$ cat src/rtl/ram_pkg.sv
// Shared definitions for the clearable dual-port RAM.
// Contents: clear-sequencer state encoding, and the byte-enable merge helper
// used by both the array write path and the write-first read bypass.
package ram_pkg;

  // State encoding of the clear sequencer.
  localparam logic ST_CLEAR = 1'b0;
  localparam logic ST_IDLE  = 1'b1;

  typedef enum logic {
    SEQ_CLEAR = ST_CLEAR,
    SEQ_IDLE  = ST_IDLE
  } seq_state_e;

  // be_merge operates on a fixed maximum width so that one function serves
  // every instance; callers zero-extend their operands and truncate the result.
  localparam int MAX_WIDTH = 512;
  localparam int MAX_BE    = MAX_WIDTH / 8;

  // Returns old_word with byte k replaced by new_word's byte k where be[k] = 1.
  function automatic logic [MAX_WIDTH-1:0] be_merge(
    input logic [MAX_WIDTH-1:0] old_word,
    input logic [MAX_WIDTH-1:0] new_word,
    input logic [MAX_BE-1:0]    be
  );
    logic [MAX_WIDTH-1:0] res;
    res = old_word;
    for (int k = 0; k < MAX_BE; k++) begin
      if (be[k]) begin
        res[8*k +: 8] = new_word[8*k +: 8];
      end
    end
    return res;
  endfunction

endpackage

$ cat src/rtl/ram_clr_seq.sv
// Clear sequencer: sweeps addresses 0..DEPTH-1 once after reset or on clr.
// Ports: clk, rst (sync, active-high), clr (start/restart request);
//        busy (sweep running), clr_addr / clr_we (array write strobe for the sweep).
module ram_clr_seq
  import ram_pkg::*;
#(
  parameter int DEPTH     = 16,
  parameter int DEPTH_LOG = $clog2(DEPTH)
) (
  input  logic                 clk,
  input  logic                 rst,
  input  logic                 clr,
  output logic                 busy,
  output logic [DEPTH_LOG-1:0] clr_addr,
  output logic                 clr_we
);

  localparam logic [DEPTH_LOG-1:0] LAST_ADDR = DEPTH_LOG'(DEPTH - 1);

  seq_state_e           state;
  logic [DEPTH_LOG-1:0] cnt;

  // rst beats clr; clr restarts the sweep from address 0 in either state.
  always_ff @(posedge clk) begin
    if (rst) begin
      state <= SEQ_CLEAR;
      cnt   <= '0;
    end else if (clr) begin
      state <= SEQ_CLEAR;
      cnt   <= '0;
    end else begin
      case (state)
        SEQ_CLEAR: begin
          if (cnt == LAST_ADDR) begin
            // Last word written on this edge; park the counter at 0 so a
            // non-power-of-two depth never leaves it pointing past the array.
            state <= SEQ_IDLE;
            cnt   <= '0;
          end else begin
            cnt <= cnt + DEPTH_LOG'(1);
          end
        end
        default: begin
          state <= SEQ_IDLE;
          cnt   <= '0;
        end
      endcase
    end
  end

  // Every CLEAR cycle writes one word, so busy and the write strobe coincide.
  assign busy     = (state == SEQ_CLEAR);
  assign clr_we   = (state == SEQ_CLEAR);
  assign clr_addr = cnt;

endmodule

$ cat src/rtl/ram_dp_clr.sv
// Simple dual-port RAM (1W/1R, one clock) with byte enables, selectable
// async/registered read, read-during-write policy and a hardware clear sweep.
// Ports: clk, rst; clr/busy (clear control); we/be/addr_wr/data_wr/wr_err
//        (write port); re/addr_rd/data_rd/rd_valid (read port).
module ram_dp_clr
  import ram_pkg::*;
#(
  parameter int               WIDTH       = 16,
  parameter int               DEPTH       = 16,
  parameter int               DEPTH_LOG   = $clog2(DEPTH),
  parameter int               BE_WIDTH    = WIDTH / 8,
  parameter int               READ_REG    = 1,
  parameter int               WRITE_FIRST = 1,
  parameter logic [WIDTH-1:0] CLEAR_VALUE = '0
) (
  input  logic                 clk,
  input  logic                 rst,
  input  logic                 clr,
  output logic                 busy,
  input  logic                 we,
  input  logic [BE_WIDTH-1:0]  be,
  input  logic [DEPTH_LOG-1:0] addr_wr,
  input  logic [WIDTH-1:0]     data_wr,
  output logic                 wr_err,
  input  logic                 re,
  input  logic [DEPTH_LOG-1:0] addr_rd,
  output logic [WIDTH-1:0]     data_rd,
  output logic                 rd_valid
);

  logic [WIDTH-1:0]     mem [DEPTH];

  logic [DEPTH_LOG-1:0] clr_addr;
  logic                 clr_we;
  logic                 wr_in_range;
  logic                 rd_in_range;
  logic                 wr_ok;
  logic [WIDTH-1:0]     wr_word;
  logic [WIDTH-1:0]     rd_word;

  ram_clr_seq #(
    .DEPTH     (DEPTH),
    .DEPTH_LOG (DEPTH_LOG)
  ) u_seq (
    .clk      (clk),
    .rst      (rst),
    .clr      (clr),
    .busy     (busy),
    .clr_addr (clr_addr),
    .clr_we   (clr_we)
  );

  // With a power-of-two depth every address is legal, so the range checks
  // collapse to constants instead of a compare.
  generate
    if (DEPTH == (1 << DEPTH_LOG)) begin : g_pow2
      assign wr_in_range = 1'b1;
      assign rd_in_range = 1'b1;
    end else begin : g_npow2
      localparam logic [DEPTH_LOG:0] DEPTH_EXT = (DEPTH_LOG + 1)'(DEPTH);
      assign wr_in_range = ({1'b0, addr_wr} < DEPTH_EXT);
      assign rd_in_range = ({1'b0, addr_rd} < DEPTH_EXT);
    end
  endgenerate

  assign wr_ok = we & ~busy & wr_in_range;

  // Merged word: new bytes where be is set, current contents elsewhere. Also
  // serves as the write-first bypass value, since on a collision the read
  // and write address are the same word.
  assign wr_word = WIDTH'(be_merge(MAX_WIDTH'(mem[addr_wr]),
                                   MAX_WIDTH'(data_wr),
                                   MAX_BE'(be)));

  // Out-of-range read addresses never index the array.
  assign rd_word = rd_in_range ? mem[addr_rd] : CLEAR_VALUE;

  // Array: the sweep and user writes are mutually exclusive (user writes need
  // ~busy). Nothing is written on a reset edge.
  always_ff @(posedge clk) begin
    if (!rst) begin
      if (clr_we) begin
        mem[clr_addr] <= CLEAR_VALUE;
      end else if (wr_ok) begin
        mem[addr_wr] <= wr_word;
      end
    end
  end

  // Dropped-write flag, visible the cycle after the offending request.
  always_ff @(posedge clk) begin
    if (rst) begin
      wr_err <= 1'b0;
    end else begin
      wr_err <= we & (busy | ~wr_in_range);
    end
  end

  generate
    if (READ_REG != 0) begin : g_rd_reg
      logic [WIDTH-1:0] rd_q;
      logic             rd_vld_q;
      logic             collide;
      logic [WIDTH-1:0] rd_next;

      assign collide = wr_ok & (addr_wr == addr_rd);

      always_comb begin
        rd_next = rd_word;
        if ((WRITE_FIRST != 0) && collide) begin
          rd_next = wr_word;
        end
      end

      // data_rd holds unless a read is accepted; an out-of-range read loads
      // CLEAR_VALUE but is not flagged valid.
      always_ff @(posedge clk) begin
        if (rst) begin
          rd_q     <= '0;
          rd_vld_q <= 1'b0;
        end else if (re && !busy) begin
          if (rd_in_range) begin
            rd_q     <= rd_next;
            rd_vld_q <= 1'b1;
          end else begin
            rd_q     <= CLEAR_VALUE;
            rd_vld_q <= 1'b0;
          end
        end else begin
          rd_vld_q <= 1'b0;
        end
      end

      assign data_rd  = rd_q;
      assign rd_valid = rd_vld_q;
    end else begin : g_rd_async
      assign data_rd  = rd_word;
      assign rd_valid = re & ~busy & rd_in_range;
    end
  endgenerate

endmodule

$ cat config.mk
export PLATFORM = sky130hd
export DESIGN_NAME = ram_dp_clr
export DESIGN_NICKNAME = d
export VERILOG_FILES = /design/src/rtl/ram_pkg.sv /design/src/rtl/ram_clr_seq.sv /design/src/rtl/ram_dp_clr.sv
export SDC_FILE = /design/constraint.sdc
export NUM_CORES = 1
export LEC_CHECK = 0
export BUFFER_PORTS_ARGS = -buffer_cell sky130_fd_sc_hd__buf_2
export CORE_MARGIN = 10
export CORE_UTILIZATION = 50
export CTS_CLUSTER_SIZE = 14
export DETAILED_ROUTE_END_ITERATION = 12
export PLACE_DENSITY = 0.78
export RECOVER_POWER = 50
export SYNTH_ARGS = -nofsm -noshare
export SYNTH_HDL_FRONTEND = slang
export SYNTH_HIERARCHICAL = 1
export SYNTH_SLANG_ARGS = --single-unit
export TNS_END_PERCENT = 50
$ cat constraint.sdc
create_clock -name clk -period 7.1 [get_ports clk]
set_clock_uncertainty 0.05 [all_clocks]
set_input_delay 0 -clock clk [delete_from_list [all_inputs] [get_ports clk]]
set_output_delay 0 -clock clk [all_outputs]
set_load 0.05 [all_outputs]
Word level (Yosys, flattened, before mapping)
Memory sizes are Yosys's and may differ from the RTL's. A register that Yosys moved wholly into a read port is not among the register bits.
Cells that the tools add are included.
- output and inout bits: 19
- memories: 1
- memory bits (writable): 256
- flip-flop bits (word level): 7
- input port bits: 31
- word-level logic and storage cells: 29
- mux-type cells: 15
- add/sub/neg operators: 1
- eq/ne operators: 1
- reductions and logical operators: 4
- bitwise gates (word level): 3
- memories (name ; words ; bits a word ; rd ports ; clocked after memory_dff ; wr ports ; line ; text):
    mem ; 16 ; 16 ; 2 ; 1 ; 1 ; ram_dp_clr.sv:31 ; logic [WIDTH-1:0] mem [DEPTH];
- operators by type and width (kind ; count):
    two-way mux 16 bit ; 1
    two-way mux 8 bit ; 2
    OR reduction 16 bit ; 1
    two-way mux 1 bit ; 11
    adder 4 x 1 -> 4 bit, second input constant ; 1
    equality test 4 bit, second input constant ; 1
    two-way mux 4 bit ; 1
    OR reduction 4 bit ; 1
    AND 1 bit ; 2
    OR reduction 2 bit ; 1
    logical AND 1 bit ; 1
    inverter 1 bit ; 1

Longest topological paths before layout
Gate-level depths: netlist of the first run.
- word-level depth: 7
- depth in mapped cells: 8
- gate-level depth less buffers: 6

Cells and area by module
Netlist of the first run, hierarchy kept.
- modules (own cells, without submodules) (module ; instances ; cells each ; area an instance (um^2)):
    ram_dp_clr ; 1 ; 876 ; 13041.3
    ram_clr_seq ; 1 ; 19 ; 192.7

Worst setup path before layout of the first run
No wires, ideal clock.
- path kind: register to register
- start point: register u_seq.state
- end point: memory mem[0][0] (enable)
- slack: 4.324 ns
- stages on the path, launching flop included: 7
- required time: 6.662 ns
- period minus slack after synthesis: 2.776 ns
- arrival: 2.338 ns
- setup time: 0.388 ns
- cell sequence: dfxtp_1 inv_1 buf_4 nor3_2 clkbuf_1 a31oi_1 nor2_1
- word-level cells in the longest chain between the ends: 7
- elaborated cells on any way between the ends: 11
- classes of those cells: mux: 9; bitwise: 1; reduce/logical: 1
- ends and longest elaborated chain (item ; line ; text):
    start: declaration ; ram_clr_seq.sv:20 ; seq_state_e state;
    start signal: assignment ; ram_clr_seq.sv:26 ; state <= SEQ_CLEAR;
    start signal: assignment ; ram_clr_seq.sv:29 ; state <= SEQ_CLEAR;
    start signal: assignment ; ram_clr_seq.sv:37 ; state <= SEQ_IDLE;
    AND 1 bit ; ram_dp_clr.sv:66 ; assign wr_ok = we & ~busy & wr_in_range;
    two-way mux 1 bit ; ram_dp_clr.sv:84 ; end else if (wr_ok) begin
    two-way mux 1 bit ; ram_dp_clr.sv:82 ; if (clr_we) begin
    two-way mux 1 bit ; ram_dp_clr.sv:81 ; if (!rst) begin
    two-way mux 1 bit (not written as such) ; ram_dp_clr.sv:85 ; mem[addr_wr] <= wr_word;
    OR reduction 16 bit (no source line) ; - ;
    two-way mux 4 bit (no source line) or two-way mux 1 bit (tied branches) ; - ;
    end: declaration ; ram_dp_clr.sv:31 ;
Parallel ways exist; a longest one is shown, timed or not.

Worst setup path in the final report of the first run
- start point: register u_seq.state
- end point: register g_rd_reg.rd_q[4], in the netlist data_rd[4] (read register of mem)
- word-level cells in the longest chain between the ends: 1
- ends and longest elaborated chain (item ; line ; text):
    logical AND 1 bit ; ram_dp_clr.sv:121 ; end else if (re && !busy) begin
    end: declaration ; ram_dp_clr.sv:101 ; logic [WIDTH-1:0] rd_q;
No other way between the ends.
A chain may end at the register's enable or synchronous reset.

==> metrics, run 1 <==
Synth Register Bits 279; setup TNS 0 ns; design area between 10000 and 15000 µm²; CP peak stage delay around 1.2 ns; cell row count just under 60; Worst EP required approximately 7.5 ns; CTS tree yes; Slowest cell on crit path nor2b_1; dpl cell area 13600 µm²; Setup Fix Bufs, Post-CTS 0; outcome complete, but fails checks; clock latency on the worst-skew pair 0.56 ns; worst hold path type in -> reg; failing checks capacitance limit, slew limit; Post-Syn Nets slightly above 900; worst setup path class reg -> reg; min Tclk post-route around 4 ns; die width 183 µm; Max Root-Sink Buffers 3; Data arrival, critical path roughly 4.4 ns; Post-Route WL ~36 mm; CTS H-Tree Depth 1; die height 183 µm; pwr/cell area about 240 nW/µm²; dominant cell type by area after synthesis edfxtp_1; Seq/Total Area, Yosys 0.616; crit path cell chain inv_1, nor2b_1, nand3_1, o221a_1, dlygate4sd3_1; post-layout instance count excluding filler cells 1294; crit path max fanout 19; Layout area overhead 11.6%; CP Buf/Inv Count 2; ant diodes 0; Ys Warns 6; clk slew on worst S/H paths around 0.06 ns; vias post-DR between 8000 and 9000; # port buffers ~50; placed cell count 1219; DRT antenna net count 0; global-route wire length before repair 53.4 mm; Yosys cell types 39; ratio of final minimum period to clock period 0.566; root buffer cell clkbuf_16; Pre-antenna DRT Iters 6; TritonCTS buffer count 28; wire length per cell roughly 28 µm; Synth top area share 0.581; post-synthesis instance total just under 900; Remaining Overflow, GRT 0; Crit. End Element flip-flop; vias in the first global route approximately 8500; fin. max-slew vios 20; layout cells sized above 1 0.172; Initial Util 0.508; DR DRC count 0; Worst Tran Pin Value 1.58 ns; GPL Wtd Cong approximately 0.89; Setup-failing EPs final 0; post-DP HPWL ~23 mm; Vias/cell 6.64; initial antenna violation count 0; largest net degree at the start of global routing between 60 and 70; RSZ-0062 raised after global routing false; Post-layout nets between 900 and 1000; Slew headroom -0.0576; Clock Sinks 279; core area 26100 µm²; average size of a mapped cell 14.8 µm²; IO Count 50; f_max approximately 250 MHz; MaxCap Viol Count 1; crit start category flip-flop; Hold Vio Cnt, Final 0; die area roughly 33000 µm²; P_leak 4.76 nW; VDD IR max 193 µV; synth top area cells edfxtp_1 58%, mux2i_1 11%, mux4_2 9.5%; drt initial violations 1191; CP delay by family, top simple AND/OR/NAND/NOR gates; Netlist Area Pre-Place approximately 13000 µm²; GRT Total Usage 0.208
[area by class of cell]
type,count,area [µm²]
clock buffer,41,810
sequential,279,8150
timing repair buffer,79,513
clock inverter,11,126
multi-input combinational,545,4730
tap,335,419
inverter,4,15.0
fill,2028,11300
[path summary, 6_finish.rpt]
| check | from | to | slack (ns) | cells after the start |
|---|---|---|---|---|
| max | u_seq/state | data_rd[4] | 3.08 | 5 |
| min | addr_rd[3] | data_rd[2] | 0.03 | 4 |
| max reg2reg | u_seq/state | data_rd[4] | 3.08 | 5 |
| min reg2reg | u_seq/state | u_seq/clr_addr[0] | 0.52 | 3 |
[power by group]
group	total (W)	switching [W]	internal [W]
logic	0.000231	0.000142	0.0000892
registers	0.00179	0.00000641	0.00178
clock network	0.00149	0.000630	0.000865
total	0.00351	0.000778	0.00273
[cell families after synthesis]
family	count (synthesis)	synth area share
and+or+nand+nor	202	0.0694
muxes	202	0.206
AOI/OAI and AO/OA	134	0.0738
buffers and inverters	71	0.0303
xor gates and xnor gates	6	0.00397
adders and majority gates	1	0.000945
DFF	279	0.616
[what timing repair did]
item,in CTS,in global routing
resized for setup,0,0
hold buffers,23,0
endpoints found under the hold margin,23,0
[cells in the mapped netlist, drive strengths merged]
cell and instances:
a21oi 22, a221oi 8, a22oi 48, a31oi 5, a32oi 3, and2 18
and3 1, buf 47, clkbuf 20, dfxtp 23, edfxtp 256, ha 1
inv 4, mux2 1, mux2i 145, mux4 56, nand2 51, nand2b 4
nand3 39, nor2 71, nor2b 7, nor3 4, nor3b 2, o211ai 1
o21ai 7, o221a 16, o22ai 24, or2 3, or3 1, or3b 1
xnor2 1, xor2 5
[registers in the layout, indices dropped and copies added (netlist names)]
signal and count:
rd_valid 1, wr_err 1, u_seq/clr_addr 4, u_seq/state 1, mem 256, data_rd 16
[tightest hold or removal path, cell delays in order]
cell and delay [ns]:
buf_2 0.20, o21ai_0 0.11, nand2_1 0.06, o221a_1 0.21
[through the flow]
step	hold slack, ns	utilization	setup WS, ns	power [W]
2_1_floorplan	0.0268	-	4.32	0.00198
3_5_place_dp	0.139	0.523	3.50	0.00204
5_1_grt	0.0250	0.567	3.00	0.00360
4_1_cts	0.00204	0.568	3.70	0.00351
6_report	0.0327	0.567	3.08	0.00351
3_3_place_gp	0.132	0.523	3.68	0.00203
[per-layer routing]
metal / part of all wire / vias to the layer above / global-route usage
li1: - / 3639 / -
met1: 0.37 / 4289 / 0.262
met2: 0.48 / 558 / 0.342
met3: 0.092 / 102 / 0.0384
met4: 0.051 / 0 / 0.0983
met5: 0 / - / 0
[layout by cell type, fill, tap and decap left out, types with 24 or more instances in the layout]
cell type  netlist  routed
buf_2           27      28
clkbuf_1        20      26
mux2i_1        145     145
edfxtp_1       256     256
a22oi_1         48      48
clkbuf_16        0      28
nand2_1         50      50
o22ai_1         24      24
nand3_1         39      39
nor2_1          71      54
mux4_2          56      56
Power figures use the tool's default switching activity.
==> run 2, diff against run 1 <==
--- a/config.mk
+++ b/config.mk
@@ -10,7 +10,7 @@
 export CORE_UTILIZATION = 50
 export CTS_CLUSTER_SIZE = 14
 export DETAILED_ROUTE_END_ITERATION = 12
-export PLACE_DENSITY = 0.78
+export PLACE_DENSITY = 0.8
 export RECOVER_POWER = 50
 export SYNTH_ARGS = -nofsm -noshare
 export SYNTH_HDL_FRONTEND = slang
==> constraint.sdc (replaced) <==
create_clock -name clk -period 3.3 [get_ports clk]
set_clock_uncertainty 0.05 [all_clocks]
set_input_delay 0 -clock clk [delete_from_list [all_inputs] [get_ports clk]]
set_output_delay 0 -clock clk [all_outputs]
set_load 0.05 [all_outputs]
==> metrics, run 2 (synthesis gave the netlist of run 1 again) <==
fin. max-slew vios 0; DRT antenna net count 0; P_leak 4.93 nW; IO Count 50; root buffer cell clkbuf_16; layout cells sized above 1 0.201; placed cell count between 1000 and 1500; pwr/cell area around 500 nW/µm²; cell row count between 50 and 60; clock power share 0.409; RSZ-0062 raised after global routing false; Initial Util 0.508; Setup Fix Bufs, Post-CTS 0; R2R setup slack about 0.5 ns; Worst Hold End data_rd[2]; crit start category flip-flop; MaxCap Viol Count 0; utilization after layout 0.576; global-route wire length before repair between 50 and 60 mm; post-DP HPWL 22.9 mm; die width about 180 µm; Placement Setup Slack 0.544 ns; CTS tree yes; most common cell after layout, fill and taps aside edfxtp_1; Cells on Worst Hold Path 4; post-layout instance count excluding filler cells roughly 1300; die area roughly 33000 µm²; Crit. End Element flip-flop; drt initial violations between 1000 and 1500; Clock Sinks about 280; vias post-DR 8807; GPL Wtd Cong around 0.87; largest net degree at the start of global routing between 50 and 60; ratio of final minimum period to clock period 0.850; Vias/cell 6.64; Layout area overhead 13.3%; worst setup path class reg -> reg; worst r2r dst mem[14][7]; wire length per cell about 28 µm; PostCTS Resize Cnt 0; Max Root-Sink Buffers 3; TritonCTS buffer count 27; Slew headroom 0.224; Worst Tran Pin Value 1.16 ns; Filler cells approximately 2000; hold_sp addr_rd[3]; ant diodes 0; worst-case reg-to-reg path depth 7; crit path max fanout 10; Setup-failing EPs final 0; VDD IR max approximately 350 µV; Worst EP required around 3.5 ns; max reg flops about 260; Switching Fraction 0.220; clk slew on worst S/H paths around 0.06 ns; f_max between 300 and 400 MHz; # port buffers 49; vias in the first global route about 8900; Data arrival, critical path ~3.0 ns; Hold Vio Cnt, Final 0; sequential power share 0.522; cell-internal power ~0.0057 W; fin worst setup slack between 0.4 and 0.5 ns; largest register by flop count mem; worst hold path type in -> reg; outcome complete, no violations; Post-layout nets ~1000; initial antenna violation count 0; die height 183 µm; commonest cells after routing, fill and taps aside 256 x edfxtp_1, 145 x mux2i_1, 56 x mux4_2; r2r startpoint u_seq/state; min Tclk post-route 2.81 ns; Post-Route WL about 37 mm; P_sw about 0.0016 W; Remaining Overflow, GRT 0; Gate power share 0.069; Pre-antenna DRT Iters 7; clock latency on the worst-skew pair approximately 0.54 ns; setup TNS 0 ns; Pwr Total around 0.0074 W; Hold-fix buffers, CTS 21; core area approximately 26000 µm²; DR DRC count 0; GRT Total Usage 0.217; CTS H-Tree Depth 1
## run 2: cell types whose count changed in the layout (fill, tap and decap cells not counted), sizes merged
cell / delta
inv: +1
clkinvlp: -2
buf: +35
dlygate4sd3: -2
bufinv: -2
clkbuf: +3
## run 2: routing by layer
layer	part of all wire	routed length (µm)	up-vias	global-route usage
met5	0	0	-	0
met4	0.044	1640	0	0.0905
met3	0.12	4570	117	0.0489
met2	0.46	16800	641	0.338
met1	0.38	13900	4351	0.287
li1	-	-	3698	-
## run 2: worst max path at each step
stage                startpoint    endpoint  slack [ns]  cells past startpoint
finish              u_seq/state  mem[14][7]        0.49                      7
floorplan           u_seq/state   mem[0][0]        0.52                      6
global route        u_seq/state  mem[14][8]        0.34                      7
CTS                 u_seq/state  mem[14][7]        0.52                      7
global placement    u_seq/state  mem[7][12]        0.66                      7
detailed placement  u_seq/state  mem[14][7]        0.54                      7
## run 2: final cells by class
| cell class | count | area, µm² | share of cell area |
|---|---|---|---|
| clock inverter | 8 | 47.5 | 0.00317 |
| timing repair buffer | 114 | 813 | 0.0542 |
| tap | 335 | 419 | 0.0279 |
| inverter | 4 | 15.0 | 0.00100 |
| sequential | 279 | 8150 | 0.543 |
| multi-input combinational | 545 | 4730 | 0.316 |
| clock buffer | 42 | 822 | 0.0548 |
## run 2: metrics by stage
stage	cell area (µm²)	hold WS, ns
floorplan	13200	0.0268
finish	15000	0.0272
global route	15000	0.0491
detailed placement	14000	0.161
global placement	14000	0.168
CTS	15000	0.000238
## run 2: worst max-delay path, cell delays in order, from the launching register on
cell and delay [ns]:
dfxtp_1 0.34, inv_1 0.16, nand2b_1 0.26, or3b_2 0.46, a21oi_1 0.20, nand2_1 0.19, nor2_2 0.55, buf_4 0.30
## run 2: power groups by stage
stage,logic (W),registers [W],clock network (W)
finish,0.000510,0.00384,0.00301
global route,0.000535,0.00384,0.00317
CTS,0.000499,0.00384,0.00302
detailed placement,0.000477,0.00392,0
global placement,0.000472,0.00391,0
floorplan,0.000339,0.00391,0
